## src/rtl/lpc_postcode_pkg.sv

```systemverilog
// lpc_postcode_pkg: shared offsets, control bits, scan states and hex glyphs for the POST-code port
package lpc_postcode_pkg;
  localparam logic [15:0] OFS_DATA = 16'd0;
  localparam logic [15:0] OFS_POP  = 16'd1;
  localparam logic [15:0] OFS_STAT = 16'd2;
  localparam int CTL_FLUSH   = 0;
  localparam int CTL_OVF_CLR = 1;
  typedef enum logic [1:0] {ST_DIG1, ST_BLANK0, ST_DIG0, ST_BLANK1} scan_st_t;
  // active-low glyphs, bit 0 = segment a ... bit 6 = segment g
  localparam logic [6:0] SEG_TBL [16] = '{
    ~7'h3F, ~7'h06, ~7'h5B, ~7'h4F, ~7'h66, ~7'h6D, ~7'h7D, ~7'h07,
    ~7'h7F, ~7'h6F, ~7'h77, ~7'h7C, ~7'h39, ~7'h5E, ~7'h79, ~7'h71
  };
endpackage

```

## src/rtl/postcode_hist_fifo.sv

```systemverilog
// postcode_hist_fifo: ring-buffer history with push-overwrite, pop, flush and occupancy count
module postcode_hist_fifo #(
  parameter int DEPTH = 16
) (
  input  logic                     lclk,
  input  logic                     lreset,
  input  logic                     push,
  input  logic                     pop,
  input  logic                     flush,
  input  logic [7:0]               wdata,
  output logic [7:0]               rdata,
  output logic [$clog2(DEPTH):0]   count,
  output logic                     full,
  output logic                     empty
);
  localparam int AW = $clog2(DEPTH);
  localparam logic [AW:0] CNT_MAX = (AW+1)'(DEPTH);
  logic [7:0] mem [DEPTH];
  logic [AW-1:0] wp, rp;
  assign full  = count == CNT_MAX;
  assign empty = count == '0;
  assign rdata = mem[rp];
  always_ff @(posedge lclk)
    if (push) mem[wp] <= wdata;
  always_ff @(posedge lclk) begin
    if (lreset || flush) begin
      wp <= '0;
      rp <= '0;
      count <= '0;
    end else if (push) begin
      wp <= wp + 1'b1;
      if (full) rp <= rp + 1'b1;
      else count <= count + 1'b1;
    end else if (pop && !empty) begin
      rp <= rp + 1'b1;
      count <= count - 1'b1;
    end
  end
endmodule

```

## src/rtl/lpc_postcode_ctrl.sv

```systemverilog
// lpc_postcode_ctrl: LPC POST-code port with history readback; 7-seg scan built under LPC_POSTCODE_DISP_EN
module lpc_postcode_ctrl
  import lpc_postcode_pkg::*;
#(
  parameter logic [15:0] BASE_ADDR = 16'h0080,
  parameter int          DEPTH     = 16,
  parameter int          SCAN_DIV  = 1024
) (
  input  logic                   lclk,
  input  logic                   lreset,
  input  logic                   device_cs,
  input  logic [15:0]            addr,
  input  logic [7:0]             din,
  input  logic                   io_wren,
  input  logic                   io_rden,
  output logic [7:0]             dout,
  output logic                   dout_oe,
  output logic [7:0]             postcode,
  output logic [$clog2(DEPTH):0] hist_count,
  output logic                   overflow,
  output logic [6:0]             seg_n,
  output logic [1:0]             dig_n
);
  logic [15:0] ofs;
  logic wr_acc, rd_acc, rd_hit, push, pop, flush, ovf_clr, full, empty;
  logic [7:0] fifo_rdata, rd_data;
  logic [6:0] cnt7;
  assign ofs     = addr - BASE_ADDR;
  assign wr_acc  = device_cs & io_wren;
  assign rd_acc  = device_cs & io_rden & ~io_wren;
  assign rd_hit  = rd_acc & (ofs < 16'd3);
  assign push    = wr_acc & (ofs == OFS_DATA);
  assign flush   = wr_acc & (ofs == OFS_STAT) & din[CTL_FLUSH];
  assign ovf_clr = wr_acc & (ofs == OFS_STAT) & din[CTL_OVF_CLR];
  assign pop     = rd_acc & (ofs == OFS_POP);
  assign cnt7    = (int'(hist_count) > 127) ? 7'h7F : 7'(hist_count);
  assign rd_data = (ofs == OFS_DATA) ? postcode :
                   (ofs == OFS_POP)  ? (empty ? 8'hFF : fifo_rdata) :
                   {overflow, cnt7};
  postcode_hist_fifo #(.DEPTH(DEPTH)) u_hist (
    .lclk  (lclk),
    .lreset(lreset),
    .push  (push),
    .pop   (pop),
    .flush (flush),
    .wdata (din),
    .rdata (fifo_rdata),
    .count (hist_count),
    .full  (full),
    .empty (empty)
  );
  always_ff @(posedge lclk) begin
    if (lreset) begin
      postcode <= '0;
      dout <= '0;
      dout_oe <= 1'b0;
      overflow <= 1'b0;
    end else begin
      dout_oe <= rd_hit;
      if (rd_hit) dout <= rd_data;
      if (push) postcode <= din;
      if (push && full) overflow <= 1'b1;
      else if (ovf_clr) overflow <= 1'b0;
    end
  end
`ifdef LPC_POSTCODE_DISP_EN
  localparam int PW = $clog2(SCAN_DIV);
  scan_st_t st, st_nx;
  logic [PW-1:0] pre, pre_nx;
  logic [6:0] seg_nx;
  logic [1:0] dig_nx;
  logic tick;
  assign tick = pre == PW'(SCAN_DIV - 1);
  always_ff @(posedge lclk) begin
    if (lreset) begin
      st <= ST_BLANK1;
      pre <= '0;
      seg_n <= 7'h7F;
      dig_n <= 2'b11;
    end else begin
      st <= st_nx;
      pre <= pre_nx;
      seg_n <= seg_nx;
      dig_n <= dig_nx;
    end
  end
  // glyph is sampled only on the slot boundary so a mid-slot write never tears a digit
  always_comb begin
    st_nx = st;
    pre_nx = tick ? '0 : pre + 1'b1;
    seg_nx = seg_n;
    dig_nx = dig_n;
    if (tick) begin
      st_nx = (st == ST_DIG1)   ? ST_BLANK0 :
              (st == ST_BLANK0) ? ST_DIG0 :
              (st == ST_DIG0)   ? ST_BLANK1 : ST_DIG1;
      seg_nx = (st_nx == ST_DIG1) ? SEG_TBL[postcode[7:4]] :
               (st_nx == ST_DIG0) ? SEG_TBL[postcode[3:0]] : 7'h7F;
      dig_nx = (st_nx == ST_DIG1) ? 2'b01 :
               (st_nx == ST_DIG0) ? 2'b10 : 2'b11;
    end
  end
`else
  assign seg_n = 7'h7F;
  assign dig_n = 2'b11;
`endif
endmodule

```

## config.mk

```make
export PLATFORM = sky130hd
export DESIGN_NAME = lpc_postcode_ctrl
export DESIGN_NICKNAME = d
export VERILOG_FILES = /design/src/rtl/lpc_postcode_pkg.sv /design/src/rtl/postcode_hist_fifo.sv /design/src/rtl/lpc_postcode_ctrl.sv
export SDC_FILE = /design/constraint.sdc
export NUM_CORES = 1
export LEC_CHECK = 0
export ABC_AREA = 1
export BUFFER_PORTS_ARGS = -buffer_cell sky130_fd_sc_hd__buf_2
export CORE_UTILIZATION = 45
export CTS_CLUSTER_DIAMETER = 40
export DETAILED_ROUTE_END_ITERATION = 16
export PLACE_DENSITY = 0.73
export SLEW_MARGIN = 20
export SYNTH_ARGS = -nofsm -noshare
export SYNTH_HDL_FRONTEND = slang
export SYNTH_SLANG_ARGS = --single-unit
```

## constraint.sdc

```tcl
create_clock -name lclk -period 2.8 [get_ports lclk]
set_clock_uncertainty 0.05 [all_clocks]
set_input_delay 0.14 -clock lclk [delete_from_list [all_inputs] [get_ports lclk]]
set_output_delay 0.14 -clock lclk [all_outputs]
set_load 0.03 [all_outputs]
```

* Word level (Yosys, flattened, before mapping) *
Memories as Yosys holds them, arrays and structs flattened. A register that Yosys moved wholly into a read port is not among the register bits.
Cells that the tools add are included.

operators by class
  add/subtract/negate cells = 5
  $mul = 0
  div/mod/pow operators = 0
  order comparisons = 1
  eq/ne operators = 5
  shift-type cells = 0
  multiplexer cells = 15
  bitwise operators = 10
  reduce and logical (&&, ||, !) cells = 10

operators by type and width
  operator                                                count
  two-way mux 8 bit                                       3
  two-way mux 4 bit                                       5
  == test 16 x 1 -> 1 bit (second input constant)         1
  == test 16 x 2 -> 1 bit (second input constant)         1
  logical NOT 16 bit                                      1
  < comparator 16 x 2 -> 1 bit (second input constant)    1
  subtractor 16 x 8 -> 16 bit (second input constant)     1
  two-way mux 5 bit                                       3
  bitwise AND 1 bit                                       9
  adder 4 x 1 -> 4 bit (second input constant)            2
  adder 5 x 1 -> 5 bit (second input constant)            1
  == test 5 bit (second input constant)                   1
  logical NOT 5 bit                                       1
  subtractor 5 x 1 -> 5 bit (second input constant)       1
  two-way mux 1 bit                                       4
  AND reduction 2 bit                                     2
  nonzero test 2 bit                                      2
  logical AND 1 bit                                       2
  inequality test 2 x 1 -> 1 bit (second input constant)  1
  inequality test 2 bit (second input constant)           1
  logical NOT 1 bit                                       1
  logical OR 1 bit                                        1
  inverter 1 bit                                          1

word-level totals
  register bits = 31
  bits in latches = 0
  bits in writable memories = 128
  ROM bits = 0
  input bits = 29
  output and inout bits = 32
  logic and storage cells = 54
  memories kept = 1

memory list
  name        depth  bits a word  read ports  clocked after Yosys merged registers in  write ports  RTL line                  source
  u_hist.mem  16     8            1           1                                        1            postcode_hist_fifo.sv:18  logic [7:0] mem [DEPTH];

* Longest topological paths before layout *
  depth in word-level cells = 8
  mapped depth = 20
  depth with buffers taken out = 19

* Modules after synthesis *
Synthesis repeated with hierarchy kept, for this count alone.

second synthesis, totals
  cells, all modules = 721
  area total of the unflattened synthesis = 7,458.4 um2

modules (own cells, without submodules)
  module              times used  cells each  area an instance (um2)  sequential area each (um2)
  postcode_hist_fifo  1           545         6,256.0                 4,184.0
  lpc_postcode_ctrl   1           176         1,202.4                 360.3

* Least setup slack after synthesis *
OpenSTA, ideal clock, no wires.

  path type = input-to-reg
  from = input addr[7]
  to = register u_hist.count[4]
  setup time = 0.110 ns
  arrival = 2.051 ns
  data required time = 2.640 ns
  path slack = 0.589 ns
  stages = 17
  path buffers = 1
  cell sequence = inv_2 -> ha_1 -> inv_1 -> nor2_1 -> nand2_1 -> nor2_2 -> nand3_2 -> nor2_2 -> nand2_1 -> buf_2 -> ha_1 -> a21oi_1 -> nand4_1 -> nand3_1 -> nand2_1 -> inv_1 -> nor2_1

on the way
  longest elaborated chain between the ends = 6
  elaborated cells between the ends (all ways) = 14
  classes of those cells = add/sub (1); eq/ne (3); mux (1); bitwise (4); reduce/logical (5)

ends and longest elaborated chain
  item                           RTL line                  source
  start, declared                lpc_postcode_ctrl.sv:12   input logic [15:0] addr,
  subtractor 16 x 8 -> 16 bit *  lpc_postcode_ctrl.sv:28   assign ofs = addr - BASE_ADDR;
  == test 16 x 1 -> 1 bit        lpc_postcode_ctrl.sv:35   assign pop = rd_acc & (ofs == OFS_POP);
  bitwise AND 1 bit              lpc_postcode_ctrl.sv:35
  logical AND 1 bit              postcode_hist_fifo.sv:34  end else if (pop && !empty) begin
  nonzero test 2 bit (no line)   --
  AND reduction 2 bit (no line)  --
  end signal, assigned           postcode_hist_fifo.sv:33  else count <= count + 1'b1;
  end signal, assigned           postcode_hist_fifo.sv:36  count <= count - 1'b1;
  end, declared                  postcode_hist_fifo.sv:12  output logic [$clog2(DEPTH):0] count,

Mark *: on every way between the ends. The rest lies on a longest branch, timed or not.
A chain may end at the register's enable or synchronous reset.

==> reports/metrics.yaml <==
status: "completed"
die-area_um2: 16400
core-area_um2: 15400
drv_cap: 0
synth-main-ff-cell: "edfxtp_1"
p_per_area_nw_per_um2: 594
synth.area.top_cells: "edfxtp_1 (54%), dfxtp_1 (9.8%), nor2_1 (8.2%)"
ys_warn_count: 0
io_pins: 61
grt_pass1_wl_um: 25600
grt_pass1_vias: 4837
static-leakage-power_nw: 3.23
path_clk_slew_ns: 0.06
startpoint_type: "flop"
dp_hpwl_um: 10600
critPathBufInv: 2
synthMostInstantiatedCell: "nor2_1"
clock_sinks: 163
wirelength_um: 16400
post_cts_resized: 0
tns_ns: 0
synthToLayoutAreaGrowth_pct: 15.3
drt_iter0_drc: 599
placementRows: 45
whs_endpoint: "u_hist.mem[14][5]"
syn-cell-area_um2: 7160
final_core_util_pct: 53.7
ir_drop_uv: 355
postCtsHoldBufs: 1
worstMarginPinSlew_ns: 0.585
hold_depth: 1
die_width_um: 128
place.gp.congestion: 0.860
drt-met1-wl_um: 7180
r2r_end: "dout[3]"
setup_violations: 0
fmax_ghz: 0.448
fin_crit_ns: 2.23
post_cts_buffers: 0
drive_gt1_share_pct: 15.1
cts_inserted_buffers: 17
min_path_type: "input pin to flop"
path_cells: "buf_4, clkinv_1, nor2_1, o21ai_0, nand3_1, nand3_1, nand3_1, nand2_1, nand2_1, nand2_1, a21oi_1"
antenna_cells: 0
critical_path_arrival_ns: 2.54
cp_top_family: "simple AND/OR/NAND/NOR gates"
end_kind: "flop"
fin_nets: 829
wl_met3_um: 983
drv_slew: 0
min_from: "din[5]"
synth_largest_area_cell: "edfxtp_1"
synth.avg_cell_area_um2: 9.89
pre_cts_ws_ns: 0.391
netlist_instances: 724
htree_levels: 4
antenna_found_initial: 0
reg2reg_slack_ns: 0.57
grt_overflow: 0
ys_async_sr_fraction_pct: 0
layout_setup_ws_ns: 0.570
cts-root-buf: "clkbuf_16"
cp.required_ns: 3.11
synth.distinct_cells: 36
dr.pass1.iters: 5
ys_seq_elements: 163
start_util_pct: 46.6
antenna_left: 0
path_class: "flop to flop"
synth_edf_count: 128
fin_crit_sh_pct: 79.7
slowest_stage: "clkinv_1"
wire_per_inst_um: 16.2
via_per_inst: 5.20
finalHoldViolations: 0
synth.top_cell.area_share_pct: 53.7
clk_path_buf_depth: 2
grt_util_all_layers_pct: 21.0
synth_seq_area_share_pct: 63.5
path_max_fanout: 18
cts_tree: "done"
wl_met2_um: 7760
highest_layer: "met4"
max_stage_delay_ns: 0.51
synthTopCellsByCount: "nor2_1 (156), edfxtp_1 (128), nand2_1 (126), o21ai_0 (67), nand3_1 (63)"
fin_cells: 1013
ff2ff_path_depth: 11
fp.dieH_um: 128
io_buffers: 51
drc: 0
insertion_delay_ns: 0.42
dp_cells: 980
grt_max_degree: 65
slew_headroom_pct: 60.7
rsz0062_at_grt: "false"
vias: 5272
==> worst register-to-register path, stage by stage (launching register included) <==
cell      delay, ns
dfxtp_1        0.31
buf_4          0.21
clkinv_1       0.51
nor2_1         0.28
o21ai_0        0.16
nand3_1        0.14
nand3_1        0.08
nand3_1        0.13
nand2_1        0.08
nand2_1        0.06
nand2_1        0.05
a21oi_1        0.11
==> stage by stage <==
stage / hold slack [ns] / total power, mW / cell area, µm²
2_1_floorplan: 0.189 / 2.71 / 7190
3_3_place_gp: 0.394 / 2.76 / 7690
3_5_place_dp: 0.392 / 2.76 / 7690
4_1_cts: 0.0714 / 4.92 / 8260
5_1_grt: 0.0782 / 5.02 / 8260
6_report: 0.0877 / 4.91 / 8260
==> cells in the final DEF (no fill, tap or decap), types with 4 or more instances in the layout <==
| cell | Yosys | routed |
|---|---|---|
| a21oi_1 | 22 | 22 |
| buf_2 | 12 | 51 |
| buf_4 | 10 | 21 |
| clkbuf_16 | 0 | 19 |
| clkinv_2 | 0 | 4 |
| conb_1 | 1 | 9 |
| dfxtp_1 | 35 | 34 |
| edfxtp_1 | 128 | 128 |
| ha_1 | 10 | 10 |
| inv_1 | 38 | 38 |
| nand2_1 | 126 | 126 |
| nand3_1 | 63 | 63 |
| nor2_1 | 156 | 156 |
| nor2_2 | 4 | 4 |
| o21ai_0 | 67 | 67 |
| o221ai_1 | 6 | 6 |
==> sequential cells by signal, summed over array words and instances, names as in the netlist, named ones only <==
signal / count
dout: 8
dout_oe: 1
overflow: 1
postcode: 8
u_hist.count: 5
u_hist.mem: 128
u_hist.rp: 4
u_hist.wp: 4
==> routing by layer <==
metal,vias to the layer above,global-route usage (%)
li1,2563,-
met1,2491,28.0
met2,185,32.9
met3,33,3.67
met4,0,10.9
met5,-,0
==> final cells by class <==
class,count,area (µm²)
clock inverters,8,46.3
fillers,1346,7110
repair buffers,75,463
flip-flops and latches,163,4550
clock buffers,24,514
multi-input cells,489,2260
inverters,43,161
well taps,211,264
==> power breakdown <==
group          switching [mW]  internal [mW]
clock                   0.910           1.28
combinational          0.0845         0.0252
sequential         0.00000307           2.60
==> how the worst max path moves through the flow <==
stage                       start  slack, ns                end  depth (start not counted)
after floorplan           addr[7]       0.59    u_hist.count[4]                         17
after CTS                    flop       0.58            dout[1]                         11
after detailed placement  addr[7]       0.39  u_hist.mem[11][3]                         15
after global routing         flop       0.33            dout[1]                         11
final                        flop       0.57            dout[3]                         11
after global placement    addr[7]       0.47  u_hist.mem[11][0]                         15
==> logic make-up (layout without fill, tap and decap cells) <==
logic type / Yosys count / in the layout / share of synthesized area [%]
other cells: 1 / 9 / 0.0524
simple gates: 368 / 368 / 21.4
compound gates: 99 / 99 / 7.41
xor+xnor: 2 / 2 / 0.245
buf+inv: 80 / 150 / 5.33
flops: 163 / 163 / 63.5
fa+ha+maj: 11 / 11 / 2.03
Power figures use the tool's default switching activity.
